--- src/rtl/timer_regs_mc_if.sv ---
// ============================================================================
// Module      : timer_regs_mc_if
// Description : Register-access bus between the APB slave and timer_regs_mc.
// Revision    : 1.0 - initial release
// ============================================================================
`default_nettype none

interface timer_regs_mc_if #(
  parameter int ADDR_SIZE = 12,
  parameter int DATA_SIZE = 32
);
  logic                   wr_en;
  logic                   rd_en;
  logic [ADDR_SIZE-1:0]   addr;
  logic [DATA_SIZE-1:0]   wdata;
  logic [DATA_SIZE/8-1:0] pstrb;
  logic [DATA_SIZE-1:0]   rdata;
  logic                   err_en;

  modport master (
    output wr_en, rd_en, addr, wdata, pstrb,
    input  rdata, err_en
  );

  modport slave (
    input  wr_en, rd_en, addr, wdata, pstrb,
    output rdata, err_en
  );
endinterface

`default_nettype wire

--- src/rtl/timer_regs_mc.sv ---
// ============================================================================
// Module      : timer_regs_mc
// Description : Multi-channel system-timer register file (TCR, counter window,
//               NUM_CMP 64-bit compare channels). Optional macro
//               TIMER_CMP_RELOAD_EN adds PRD/CMODE periodic auto-reload.
// Revision    : 1.0 - initial release
// ============================================================================
`default_nettype none

module timer_regs_mc #(
  parameter int ADDR_SIZE    = 12,
  parameter int DATA_SIZE    = 32,
  parameter int NUM_CMP      = 4,
  parameter int DIV_VAL_SIZE = 4,
  parameter int DIV_MAX      = 8
) (
  input  wire logic                    sys_clk,
  input  wire logic                    sys_rst_n,
  timer_regs_mc_if.slave               bus,
  input  wire logic [63:0]             cnt,
  input  wire logic                    dbg_mode,
  output logic                         timer_en,
  output logic                         div_en,
  output logic [DIV_VAL_SIZE-1:0]      div_val,
  output logic                         halt_req_out,
  output logic                         cnt_wr_lo,
  output logic                         cnt_wr_hi,
  output logic [31:0]                  wdata_counter,
  output logic                         irq,
  output logic [NUM_CMP-1:0]           irq_vec
);

  localparam logic [ADDR_SIZE-1:0]    c_addr_tcr   = ADDR_SIZE'('h00);
  localparam logic [ADDR_SIZE-1:0]    c_addr_tdr0  = ADDR_SIZE'('h04);
  localparam logic [ADDR_SIZE-1:0]    c_addr_tdr1  = ADDR_SIZE'('h08);
  localparam logic [ADDR_SIZE-1:0]    c_addr_tier  = ADDR_SIZE'('h0C);
  localparam logic [ADDR_SIZE-1:0]    c_addr_tisr  = ADDR_SIZE'('h10);
  localparam logic [ADDR_SIZE-1:0]    c_addr_thcsr = ADDR_SIZE'('h14);
  localparam logic [DIV_VAL_SIZE-1:0] c_div_max    = DIV_VAL_SIZE'(DIV_MAX);
  localparam logic [DIV_VAL_SIZE-1:0] c_div_rst    = DIV_VAL_SIZE'(1);

  // --------------------------------------------------------------------------
  // Common write decode
  // --------------------------------------------------------------------------
  logic [31:0] w_mask;
  logic        w_wr_tcr;
  logic        w_wr_tdr0;
  logic        w_wr_tdr1;
  logic        w_wr_tier;
  logic        w_wr_tisr;
  logic        w_wr_thcsr;

  assign w_mask     = {{8{bus.pstrb[3]}}, {8{bus.pstrb[2]}},
                       {8{bus.pstrb[1]}}, {8{bus.pstrb[0]}}};
  assign w_wr_tcr   = bus.wr_en && (bus.addr == c_addr_tcr);
  assign w_wr_tdr0  = bus.wr_en && (bus.addr == c_addr_tdr0);
  assign w_wr_tdr1  = bus.wr_en && (bus.addr == c_addr_tdr1);
  assign w_wr_tier  = bus.wr_en && (bus.addr == c_addr_tier);
  assign w_wr_tisr  = bus.wr_en && (bus.addr == c_addr_tisr);
  assign w_wr_thcsr = bus.wr_en && (bus.addr == c_addr_thcsr);

  // --------------------------------------------------------------------------
  // TCR
  // --------------------------------------------------------------------------
  logic                    r_timer_en;
  logic                    r_div_en;
  logic [DIV_VAL_SIZE-1:0] r_div_val;
  logic                    w_new_timer_en;
  logic                    w_new_div_en;
  logic [DIV_VAL_SIZE-1:0] w_new_div_val;
  logic                    w_tcr_err;
  logic [31:0]             w_tcr_rd;

  assign w_new_timer_en = bus.pstrb[0] ? bus.wdata[0] : r_timer_en;
  assign w_new_div_en   = bus.pstrb[0] ? bus.wdata[1] : r_div_en;
  assign w_new_div_val  = bus.pstrb[1] ? bus.wdata[8 +: DIV_VAL_SIZE] : r_div_val;

  // The divider may only be reconfigured while the timer is stopped.
  assign w_tcr_err = (bus.pstrb[1] && (w_new_div_val > c_div_max)) ||
                     (r_timer_en && ((w_new_div_en != r_div_en) ||
                                     (w_new_div_val != r_div_val)));

  always_comb begin
    w_tcr_rd                       = '0;
    w_tcr_rd[0]                    = r_timer_en;
    w_tcr_rd[1]                    = r_div_en;
    w_tcr_rd[8 +: DIV_VAL_SIZE]    = r_div_val;
  end

  always_ff @(posedge sys_clk) begin
    if (!sys_rst_n) begin
      r_timer_en <= 1'b0;
      r_div_en   <= 1'b0;
      r_div_val  <= c_div_rst;
    end else if (w_wr_tcr && !w_tcr_err) begin
      r_timer_en <= w_new_timer_en;
      r_div_en   <= w_new_div_en;
      r_div_val  <= w_new_div_val;
    end
  end

  assign timer_en    = r_timer_en;
  assign div_en      = r_div_en;
  assign div_val     = r_div_val;
  assign bus.err_en  = w_wr_tcr && w_tcr_err;

  // --------------------------------------------------------------------------
  // Counter load window
  // --------------------------------------------------------------------------
  logic [31:0] w_cnt_half;

  assign w_cnt_half    = w_wr_tdr1 ? cnt[63:32] : cnt[31:0];
  assign wdata_counter = (w_cnt_half & ~w_mask) | (bus.wdata & w_mask);
  assign cnt_wr_lo     = w_wr_tdr0;
  assign cnt_wr_hi     = w_wr_tdr1;

  // --------------------------------------------------------------------------
  // Compare channels
  // --------------------------------------------------------------------------
  logic [NUM_CMP-1:0] w_match;
  logic [NUM_CMP-1:0] w_rise;
  logic [31:0]        w_ch_rd [NUM_CMP];

  for (genvar gi = 0; gi < NUM_CMP; gi++) begin : g_ch
    localparam logic [ADDR_SIZE-5:0] c_slot = (ADDR_SIZE-4)'(gi + 2);

    logic        w_sel;
    logic        w_wr_lo;
    logic        w_wr_hi;
    logic        w_wr_prd;
    logic        w_wr_cmode;
    logic        w_periodic;
    logic        w_reload;
    logic [31:0] w_prd_rd;
    logic [63:0] w_cmp_reload;
    logic [63:0] r_cmp;
    logic        r_match_q;

    assign w_sel      = (bus.addr[ADDR_SIZE-1:4] == c_slot) && (bus.addr[1:0] == 2'b00);
    assign w_wr_lo    = bus.wr_en && w_sel && (bus.addr[3:2] == 2'd0);
    assign w_wr_hi    = bus.wr_en && w_sel && (bus.addr[3:2] == 2'd1);
    assign w_wr_prd   = bus.wr_en && w_sel && (bus.addr[3:2] == 2'd2);
    assign w_wr_cmode = bus.wr_en && w_sel && (bus.addr[3:2] == 2'd3);

    assign w_match[gi] = (r_cmp == cnt);
    assign w_rise[gi]  = w_match[gi] && !r_match_q;

`ifdef TIMER_CMP_RELOAD_EN
    logic [31:0] r_prd;
    logic        r_cmode;

    always_ff @(posedge sys_clk) begin
      if (!sys_rst_n) begin
        r_prd   <= '0;
        r_cmode <= 1'b0;
      end else begin
        if (w_wr_prd)
          r_prd <= (r_prd & ~w_mask) | (bus.wdata & w_mask);
        if (w_wr_cmode && bus.pstrb[0])
          r_cmode <= bus.wdata[0];
      end
    end

    assign w_periodic   = r_cmode;
    assign w_prd_rd     = r_prd;
    assign w_cmp_reload = r_cmp + {32'd0, r_prd};
`else
    logic w_unused_wr;

    assign w_unused_wr  = w_wr_prd | w_wr_cmode;
    assign w_periodic   = 1'b0;
    assign w_prd_rd     = '0;
    assign w_cmp_reload = r_cmp;
`endif

    // A software write to either compare half suppresses the reload.
    assign w_reload = w_rise[gi] && w_periodic && !w_wr_lo && !w_wr_hi;

    always_ff @(posedge sys_clk) begin
      if (!sys_rst_n) begin
        r_cmp     <= '1;
        r_match_q <= 1'b0;
      end else begin
        r_match_q <= w_match[gi];
        if (w_reload) begin
          r_cmp <= w_cmp_reload;
        end else begin
          if (w_wr_lo)
            r_cmp[31:0]  <= (r_cmp[31:0]  & ~w_mask) | (bus.wdata & w_mask);
          if (w_wr_hi)
            r_cmp[63:32] <= (r_cmp[63:32] & ~w_mask) | (bus.wdata & w_mask);
        end
      end
    end

    assign w_ch_rd[gi] = !w_sel                    ? 32'd0        :
                         (bus.addr[3:2] == 2'd0)   ? r_cmp[31:0]  :
                         (bus.addr[3:2] == 2'd1)   ? r_cmp[63:32] :
                         (bus.addr[3:2] == 2'd2)   ? w_prd_rd     :
                                                     {31'd0, w_periodic};
  end

  // --------------------------------------------------------------------------
  // Interrupt enable / status
  // --------------------------------------------------------------------------
  logic [NUM_CMP-1:0] r_tier;
  logic [NUM_CMP-1:0] r_tisr;
  logic [NUM_CMP-1:0] w_tisr_clr;

  assign w_tisr_clr = w_wr_tisr ? (bus.wdata[NUM_CMP-1:0] & w_mask[NUM_CMP-1:0])
                                : '0;

  always_ff @(posedge sys_clk) begin
    if (!sys_rst_n) begin
      r_tier <= '0;
      r_tisr <= '0;
    end else begin
      if (w_wr_tier)
        r_tier <= (r_tier & ~w_mask[NUM_CMP-1:0]) |
                  (bus.wdata[NUM_CMP-1:0] & w_mask[NUM_CMP-1:0]);
      // A new match edge in the clearing cycle keeps the bit set.
      r_tisr <= (r_tisr & ~w_tisr_clr) | w_rise;
    end
  end

  assign irq_vec = r_tisr & r_tier;
  assign irq     = |irq_vec;

  // --------------------------------------------------------------------------
  // Halt control
  // --------------------------------------------------------------------------
  logic r_halt_req;
  logic w_halt_ack;

  always_ff @(posedge sys_clk) begin
    if (!sys_rst_n)
      r_halt_req <= 1'b0;
    else if (w_wr_thcsr && bus.pstrb[0])
      r_halt_req <= bus.wdata[0];
  end

  assign w_halt_ack   = dbg_mode && r_halt_req;
  assign halt_req_out = w_halt_ack;

  // --------------------------------------------------------------------------
  // Read mux
  // --------------------------------------------------------------------------
  logic [31:0] w_rdata;

  always_comb begin
    w_rdata = '0;
    if (bus.rd_en) begin
      case (bus.addr)
        c_addr_tcr:   w_rdata = w_tcr_rd;
        c_addr_tdr0:  w_rdata = cnt[31:0];
        c_addr_tdr1:  w_rdata = cnt[63:32];
        c_addr_tier:  w_rdata[NUM_CMP-1:0] = r_tier;
        c_addr_tisr:  w_rdata[NUM_CMP-1:0] = r_tisr;
        c_addr_thcsr: w_rdata[1:0] = {w_halt_ack, r_halt_req};
        default: begin
          for (int i = 0; i < NUM_CMP; i++)
            w_rdata = w_rdata | w_ch_rd[i];
        end
      endcase
    end
  end

  assign bus.rdata = w_rdata;

endmodule

`default_nettype wire

--- src/flat_wrapper.sv ---
// flat-port wrapper written by rule: the top's interface ports become plain ports
module timer_regs_mc_flat 
#(
  parameter int ADDR_SIZE    = 12,
  parameter int DATA_SIZE    = 32,
  parameter int NUM_CMP      = 4,
  parameter int DIV_VAL_SIZE = 4,
  parameter int DIV_MAX      = 8
)
  (sys_clk, sys_rst_n, cnt, dbg_mode, timer_en, div_en, div_val, halt_req_out, cnt_wr_lo, cnt_wr_hi, wdata_counter, irq, irq_vec, bus_wr_en, bus_rd_en, bus_addr, bus_wdata, bus_pstrb, bus_rdata, bus_err_en);
  timer_regs_mc_if #(.ADDR_SIZE(ADDR_SIZE), .DATA_SIZE(DATA_SIZE)) bus_i ();
  input  wire logic sys_clk;
  input  wire logic sys_rst_n;
  input  wire logic [63:0] cnt;
  input  wire logic dbg_mode;
  output logic timer_en;
  output logic div_en;
  output logic [DIV_VAL_SIZE-1:0] div_val;
  output logic halt_req_out;
  output logic cnt_wr_lo;
  output logic cnt_wr_hi;
  output logic [31:0] wdata_counter;
  output logic irq;
  output logic [NUM_CMP-1:0] irq_vec;
  input wire logic [$bits(bus_i.wr_en)-1:0] bus_wr_en;
  input wire logic [$bits(bus_i.rd_en)-1:0] bus_rd_en;
  input wire logic [$bits(bus_i.addr)-1:0] bus_addr;
  input wire logic [$bits(bus_i.wdata)-1:0] bus_wdata;
  input wire logic [$bits(bus_i.pstrb)-1:0] bus_pstrb;
  output wire logic [$bits(bus_i.rdata)-1:0] bus_rdata;
  output wire logic [$bits(bus_i.err_en)-1:0] bus_err_en;
  assign bus_i.wr_en = bus_wr_en;
  assign bus_i.rd_en = bus_rd_en;
  assign bus_i.addr = bus_addr;
  assign bus_i.wdata = bus_wdata;
  assign bus_i.pstrb = bus_pstrb;
  assign bus_rdata = bus_i.rdata;
  assign bus_err_en = bus_i.err_en;
  timer_regs_mc #(.ADDR_SIZE(ADDR_SIZE), .DATA_SIZE(DATA_SIZE), .NUM_CMP(NUM_CMP), .DIV_VAL_SIZE(DIV_VAL_SIZE), .DIV_MAX(DIV_MAX)) u_core (.sys_clk(sys_clk), .sys_rst_n(sys_rst_n), .bus(bus_i), .cnt(cnt), .dbg_mode(dbg_mode), .timer_en(timer_en), .div_en(div_en), .div_val(div_val), .halt_req_out(halt_req_out), .cnt_wr_lo(cnt_wr_lo), .cnt_wr_hi(cnt_wr_hi), .wdata_counter(wdata_counter), .irq(irq), .irq_vec(irq_vec));
endmodule
--- config.mk ---
export PLATFORM = sky130hd
export DESIGN_NAME = timer_regs_mc_flat
export DESIGN_NICKNAME = d
export VERILOG_FILES = /design/src/rtl/timer_regs_mc_if.sv /design/src/rtl/timer_regs_mc.sv /design/src/flat_wrapper.sv
export SDC_FILE = /design/constraint.sdc
export NUM_CORES = 1
export LEC_CHECK = 0
export CAP_MARGIN = 10
export CORE_ASPECT_RATIO = 1.75
export CORE_MARGIN = 2
export CORE_UTILIZATION = 45
export DETAILED_ROUTE_END_ITERATION = 16
export GPL_TIMING_DRIVEN = 0
export PLACE_DENSITY = 0.66
export SETUP_SLACK_MARGIN = 0.15
export SLEW_MARGIN = 20
export SYNTH_ARGS = -nofsm -noshare
export SYNTH_HDL_FRONTEND = slang
export SYNTH_SLANG_ARGS = --single-unit
--- constraint.sdc ---
create_clock -name sys_clk -period 4.2 [get_ports sys_clk]
set_input_delay 1.05 -clock sys_clk [delete_from_list [all_inputs] [get_ports sys_clk]]
set_output_delay 1.05 -clock sys_clk [all_outputs]
set_load 0.02 [all_outputs]
==> flow_summary_export.csv, run 1 <==
group,metric,value,unit
run_status,status,"finished, final reports clean",
finish,finish.utilization,56.7,%
sta,fin_skew,23.6,ps
drt,drtIter0Drc,2360,
placed_design,portBuffers,111,
yosys,synth_area,16900,um2
sta,tightestPinTransition,1280,ps
drt,drc,0,
floorplanning,dieArea,39100,um2
clocking,cts_max_level,1,
finish,nets,2325,
drt,vias,19000,
yosys,synth_cells,2022,
pwr,p_int,4420,uW
setup_path,worstPathCellList,"buf_8, nor4_4, buf_4, nand3_4, nor3_4, buf_12, buf_12, buf_16, mux2_4, mux2_4, buf_6",
finish,drive_gt1_share,18.7,%
sta,fin_crit_sh,99.0,%
global_routing,grt_pass1_wl,142000,um
yosys,async_flop_share,0,%
setup_path,setup.worst_path.class,"input port to primary output",
sta,slew_headroom,14.3,%
drt,wl_per_cell,38.8,um
setup_path,critPathTopFamily,"buffers and inverters",
placed_design,hpwlAfterDp,77900,um
setup_path,slowest_delay,300,ps
yosys,seq_area_frac_synth,32.6,%
placed_design,gp_congestion,1.12,
flow_run,drv_cap,0,
global_routing,track_usage,52.7,%
sta,grt_setup_unrepaired,"true",
setup_path,cp.required,3150,ps
setup_path,worst-path-buf-inv,6,
yosys,yosys_warnings,0,
yosys,ys_ff_latch,275,
setup_path,r2r_cells,6,
yosys,synth_area_per_cell,8.35,um2
clocking,clock_sinks,275,
pwr,leakagePower,0.00811,uW
sta,report.final.slew_viol_count,0,
floorplanning,die_h,260,um
yosys,syn_nets,2139,
pwr,switching_share,30.5,%
clocking,cts.path.max_buffers,3,
min_path,hold_class,"flip-flop to flip-flop",
global_routing,grt_pass1_vias,18100,
floorplanning,start_util,45.8,%
clocking,hold_buffers,0,
min_path,whs_path_depth,1,
setup_path,cp_max_fo,7,
setup_path,crit_cells,11,
sta,fin_crit,4160,ps
pwr,seqPwrFrac,41.0,%
global_routing,grt_overflow,0,
setup_path,crit_arrival,3110,ps
sta,setup_violations,0,
pwr,cellPowerDensity,304,nW/um2
pwr,total_power,6350,uW
yosys,synth_cell_types,60,
setup_path,slowest_stage,"mux2_4",
sta,clock.fmax,0.241,GHz
pwr,clkPwrFrac,43.6,%
clocking,cts_tree,"built",
clocking,ctsRootBufferMaster,"clkbuf_16",
global_routing,antenna_found_initial,5,
drt,finalWirelength,105000,um
drt,detail_route.vias_per_cell,7.01,
clocking,cts-buffers-inserted,28,
clocking,clkTransAtPathRegs,80,ps
setup_path,crit_path_end_kind,"primary output",
floorplanning,fp.dieW,150,um
finish,areaGrowthSynthToFinish,24.0,%
floorplanning,rows,93,
pwr,power_switching,1940,uW
drt,drtAntennaViolNets,0,
pwr,p_comb_share,15.4,%
clocking,clk_latency,610,ps
yosys,synth_ff_type,"dfxtp_1",
sta,hold_violations,0,
floorplanning,core_area,36900,um2
finish,nFillCells,3417,
placed_design,dp.cells,2609,
floorplanning,io_pins,196,
finish,stdcell_count,2707,
yosys,synth_edf_count,0,
drt,firstDrtPassIters,8,
setup_path,crit_path_start_kind,"input port",
global_routing,grt_max_degree,17,
pwr,ir_drop,0.357,mV
-- Yosys cell counts, types with 23 or more instances --
cell      number  area share [%]
a21oi_1       59             1.7
buf_2         23            0.68
clkbuf_1     159             3.5
dfxtp_1      275              33
inv_1         62             1.4
mux2_2        48             3.2
mux2i_1      124             7.4
mux4_2        41             5.5
nand2_1      352             7.8
nand3_1      175             5.2
nand4_1       47             1.7
nor2_1        33            0.73
o211ai_1      29             1.3
o21ai_0      120             3.6
o22a_1        23             1.2
o22ai_1       25            0.93
xnor2_1      169             8.8
xor2_1        26             1.3
-- final timing paths --
path | from | to | slack [ps]
setup reg to reg | flip-flop | u_core.r_tisr[0] | 1000
hold reg to reg | u_core.g_ch[1].r_match_q | u_core.r_tisr[1] | 430
setup / recovery | bus_addr[6] | wdata_counter[4] | 40
hold / removal | u_core.g_ch[1].r_match_q | u_core.r_tisr[1] | 430
-- area by class of cell --
class | instances | area [um2] | area share [%]
Clock buffer | 34 | 764 | 3.65
Antenna cell | 3 | 7.51 | 0.0359
Multi-Input combinational cell | 1487 | 10900 | 51.9
Buffer | 198 | 1130 | 5.38
Timing Repair Buffer | 156 | 1640 | 7.82
Inverter | 62 | 233 | 1.11
Tap cell | 475 | 594 | 2.84
Clock inverter | 17 | 201 | 0.963
Sequential cell | 275 | 5510 | 26.3
-- what timing repair did --
action / in CTS / in global routing
gates cloned: 5 / 2
resized for setup: 439 / 180
setup buffers: 30 / 7
setup endpoints to repair: 67 / 66
pin swaps: 12 / 10
-- placed cells by master, fill, tap and decap left out, types with 33 or more instances in the layout --
cell type        count
inv_1               62
nand2_1            350
nand3_1            173
clkbuf_1           148
mux2i_1            124
o21ai_0            120
xnor2_1            169
clkdlybuf4s50_1     33
buf_4               49
mux4_2              41
mux2_4              42
dfxtp_1            275
nand4_1             47
a21oi_1             42
buf_6               55
-- routing by layer --
metal,global-route usage (%),part of all wire [%]
met2,80.1,43
met3,18.8,12
met5,0.128,0
met1,54.2,31
met4,53.5,13
-- through the flow --
stage          worst slack [ps]  TNS (ps)  area [um2]  hold WS (ps)
2_1_floorplan               355         0       16900           395
3_3_place_gp              -2080    -80100       18600           404
3_5_place_dp              -1620    -76600       18600           415
4_1_cts                     108         0       20200           425
5_1_grt                   -10.8     -33.8       20900           432
6_report                   43.2         0       20900           429
-- cell families after synthesis --
logic type,synth area share (%)
and+or+nand+nor,20.2
AOI/OAI and AO/OA,14.1
DFF,32.6
buffers and inverters,6.27
muxes,16.7
xor gates and xnor gates,10.1
-- power by group through the flow --
stage          logic, uW  clock network, uW  registers (uW)
2_1_floorplan        432                  0            2670
3_3_place_gp         830                  0            2670
3_5_place_dp         828                  0            2670
4_1_cts              854               2740            2610
5_1_grt              971               2820            2610
6_report             978               2770            2610
No activity file was read; power rests on OpenSTA's default activity.
==> run 2, diff against run 1 <==
--- a/config.mk
+++ b/config.mk
@@ -13,7 +13,7 @@
 export GPL_TIMING_DRIVEN = 0
 export PLACE_DENSITY = 0.66
 export SETUP_SLACK_MARGIN = 0.15
-export SLEW_MARGIN = 20
+export SLEW_MARGIN = 0
 export SYNTH_ARGS = -nofsm -noshare
 export SYNTH_HDL_FRONTEND = slang
 export SYNTH_SLANG_ARGS = --single-unit
==> flow_summary_export.csv, run 2 (same netlist as run 1, synthesis figures left out) <==
group,metric,value,unit
setup_path,cp.required,3150,ps
setup_path,crit_arrival,3140,ps
setup_path,worst-path-buf-inv,3,
floorplanning,start_util,45.8,%
min_path,hold_class,"flip-flop to flip-flop",
pwr,seqPwrFrac,41.2,%
finish,layout_commonest_cell,"nand2_1",
clocking,cts_tree,"built",
global_routing,grt_pass1_wl,142000,um
pwr,p_int,4400,uW
drt,drc,0,
global_routing,grt_pass1_vias,18000,
sta,hold_violations,0,
global_routing,grt_max_degree,17,
drt,drtIter0Drc,2487,
global_routing,grt.busiest_layer,"met2",
sta,tightestPinTransition,1440,ps
placed_design,gp_congestion,1.12,
pwr,power_switching,1930,uW
sta,clock.fmax,0.239,GHz
sta,setup_violations,0,
placed_design,portBuffers,111,
setup_path,slowest_stage,"or4b_2",
clocking,cts.path.max_buffers,3,
clocking,clkTransAtPathRegs,80,ps
floorplanning,rows,93,
sta,tns,0,ps
global_routing,antenna_found_initial,8,
pwr,clkPwrFrac,43.7,%
drt,vias,18700,
flow_run,drv_cap,0,
sta,slew_headroom,3.68,%
clocking,clock_sinks,275,
finish,layout_common_cells,"nand2_1 (350), dfxtp_1 (275), nand3_1 (173), xnor2_1 (169), clkbuf_1 (151)",
drt,wl_per_cell,38.9,um
run_status,status,"finished, final reports clean",
floorplanning,die_h,260,um
drt,finalWirelength,105000,um
setup_path,slowest_delay,750,ps
drt,drtAntennaViolNets,0,
finish,nets,2323,
sta,grt_setup_unrepaired,"true",
sta,fin_skew,29.2,ps
drt,detail_route.vias_per_cell,6.91,
finish,multiInputGateArea,10700,um2
clocking,cts_max_level,1,
clocking,clk_latency,600,ps
global_routing,grt_overflow,0,
floorplanning,core_area,36900,um2
floorplanning,dieArea,39100,um2
sta,fin_crit_sh,99.7,%
global_routing,use_met3,17.9,%
global_routing,track_usage,52.9,%
sta,report.final.slew_viol_count,0,
pwr,ir_drop,0.354,mV
global_routing,met1_usage,55.2,%
sta,fin_crit,4190,ps
finish,nFillCells,3464,
setup_path,setup.worst_path.class,"input port to primary output",
clocking,cts-buffers-inserted,28,
pwr,leakagePower,0.00800,uW
pwr,switching_share,30.5,%
clocking,ctsRootBufferMaster,"clkbuf_16",
setup_path,cp_max_fo,3,
finish,regArea,5510,um2
pwr,p_comb_share,15.1,%
pwr,total_power,6330,uW
drt,firstDrtPassIters,6,
setup_path,crit_path_end_kind,"primary output",
setup_path,critPathTopFamily,"simple AND/OR/NAND/NOR gates",
finish,areaGrowthSynthToFinish,22.4,%
floorplanning,io_pins,196,
floorplanning,fp.dieW,150,um
clocking,hold_buffers,0,
finish,drive_gt1_share,18.0,%
setup_path,crit_path_start_kind,"input port",
placed_design,hpwlAfterDp,77900,um
global_routing,met2_usage,79.8,%
setup_path,worstPathCellList,"clkdlybuf4s15_2, or4b_2, nor4_4, buf_4, nand2_1, a21oi_1, buf_2",
pwr,cellPowerDensity,307,nW/um2
[run 2: changes by cell type in the layout (fill, tap and decap cells not counted), moves of 5 or more]
cell / delta
buf_2: +16
mux2_2: +11
mux2_4: -11
buf_6: -10
o21ai_1: +6
buf_4: -5
[run 2: area by class of cell]
type                    instances  area share, %
multi-input cells            1487           51.9
plain buffers                 198           5.33
clock inverters                17          0.975
flip-flops and latches        275           26.7
diodes                          3         0.0363
inverters                      62           1.13
repair buffers                154           7.41
clock buffers                  34           3.70
well taps                     475           2.88
[run 2: power by group through the flow]
stage,logic [uW],registers (uW),clock network (uW)
floorplan,432,2670,0
global route,949,2610,2820
finish,957,2610,2770
detailed placement,828,2670,0
CTS,854,2610,2740
global placement,830,2670,0
[run 2: what timing repair did]
item                                    in CTS  in global routing
gates cloned                                 5                  1
gates resized for setup                    436                126
setup buffers                               31                  4
pin swaps                                   12                  0
endpoints found under the setup margin      67                 66
[run 2: worst register-to-register path: cells and delay by family (launching register included)]
family | cells | cell delay (ps)
flops | 1 | 340
xor+xnor | 1 | 1050
simple gates | 4 | 1780
compound gates | 1 | 190
[run 2: stage by stage]
step	std cells	utilization (%)	worst slack (ps)	cell area [um2]	hold slack, ps
after floorplan	2022	-	355	16900	395
after global placement	2608	50.4	-2080	18600	404
after detailed placement	2609	50.4	-1620	18600	415
after CTS	2696	54.8	118	20200	425
after global routing	2702	56.0	-12.2	20600	432
final	2705	56.0	12.0	20700	425
[run 2: final timing paths]
path,from,to,slack [ps],cells after the start
max,bus_addr[1],bus_rdata[25],10,7
min,u_core.g_ch[1].r_match_q,u_core.r_tisr[1],430,1
max reg2reg,flip-flop,u_core.r_tisr[0],800,6
min reg2reg,u_core.g_ch[1].r_match_q,u_core.r_tisr[1],430,1
[run 2: per-layer routing]
| layer | wire length [um] | share of wire, % |
|---|---|---|
| met1 | 33200 | 32 |
| met2 | 45700 | 43 |
| met4 | 13800 | 13 |
| met5 | 0 | 0 |
| met3 | 12400 | 12 |
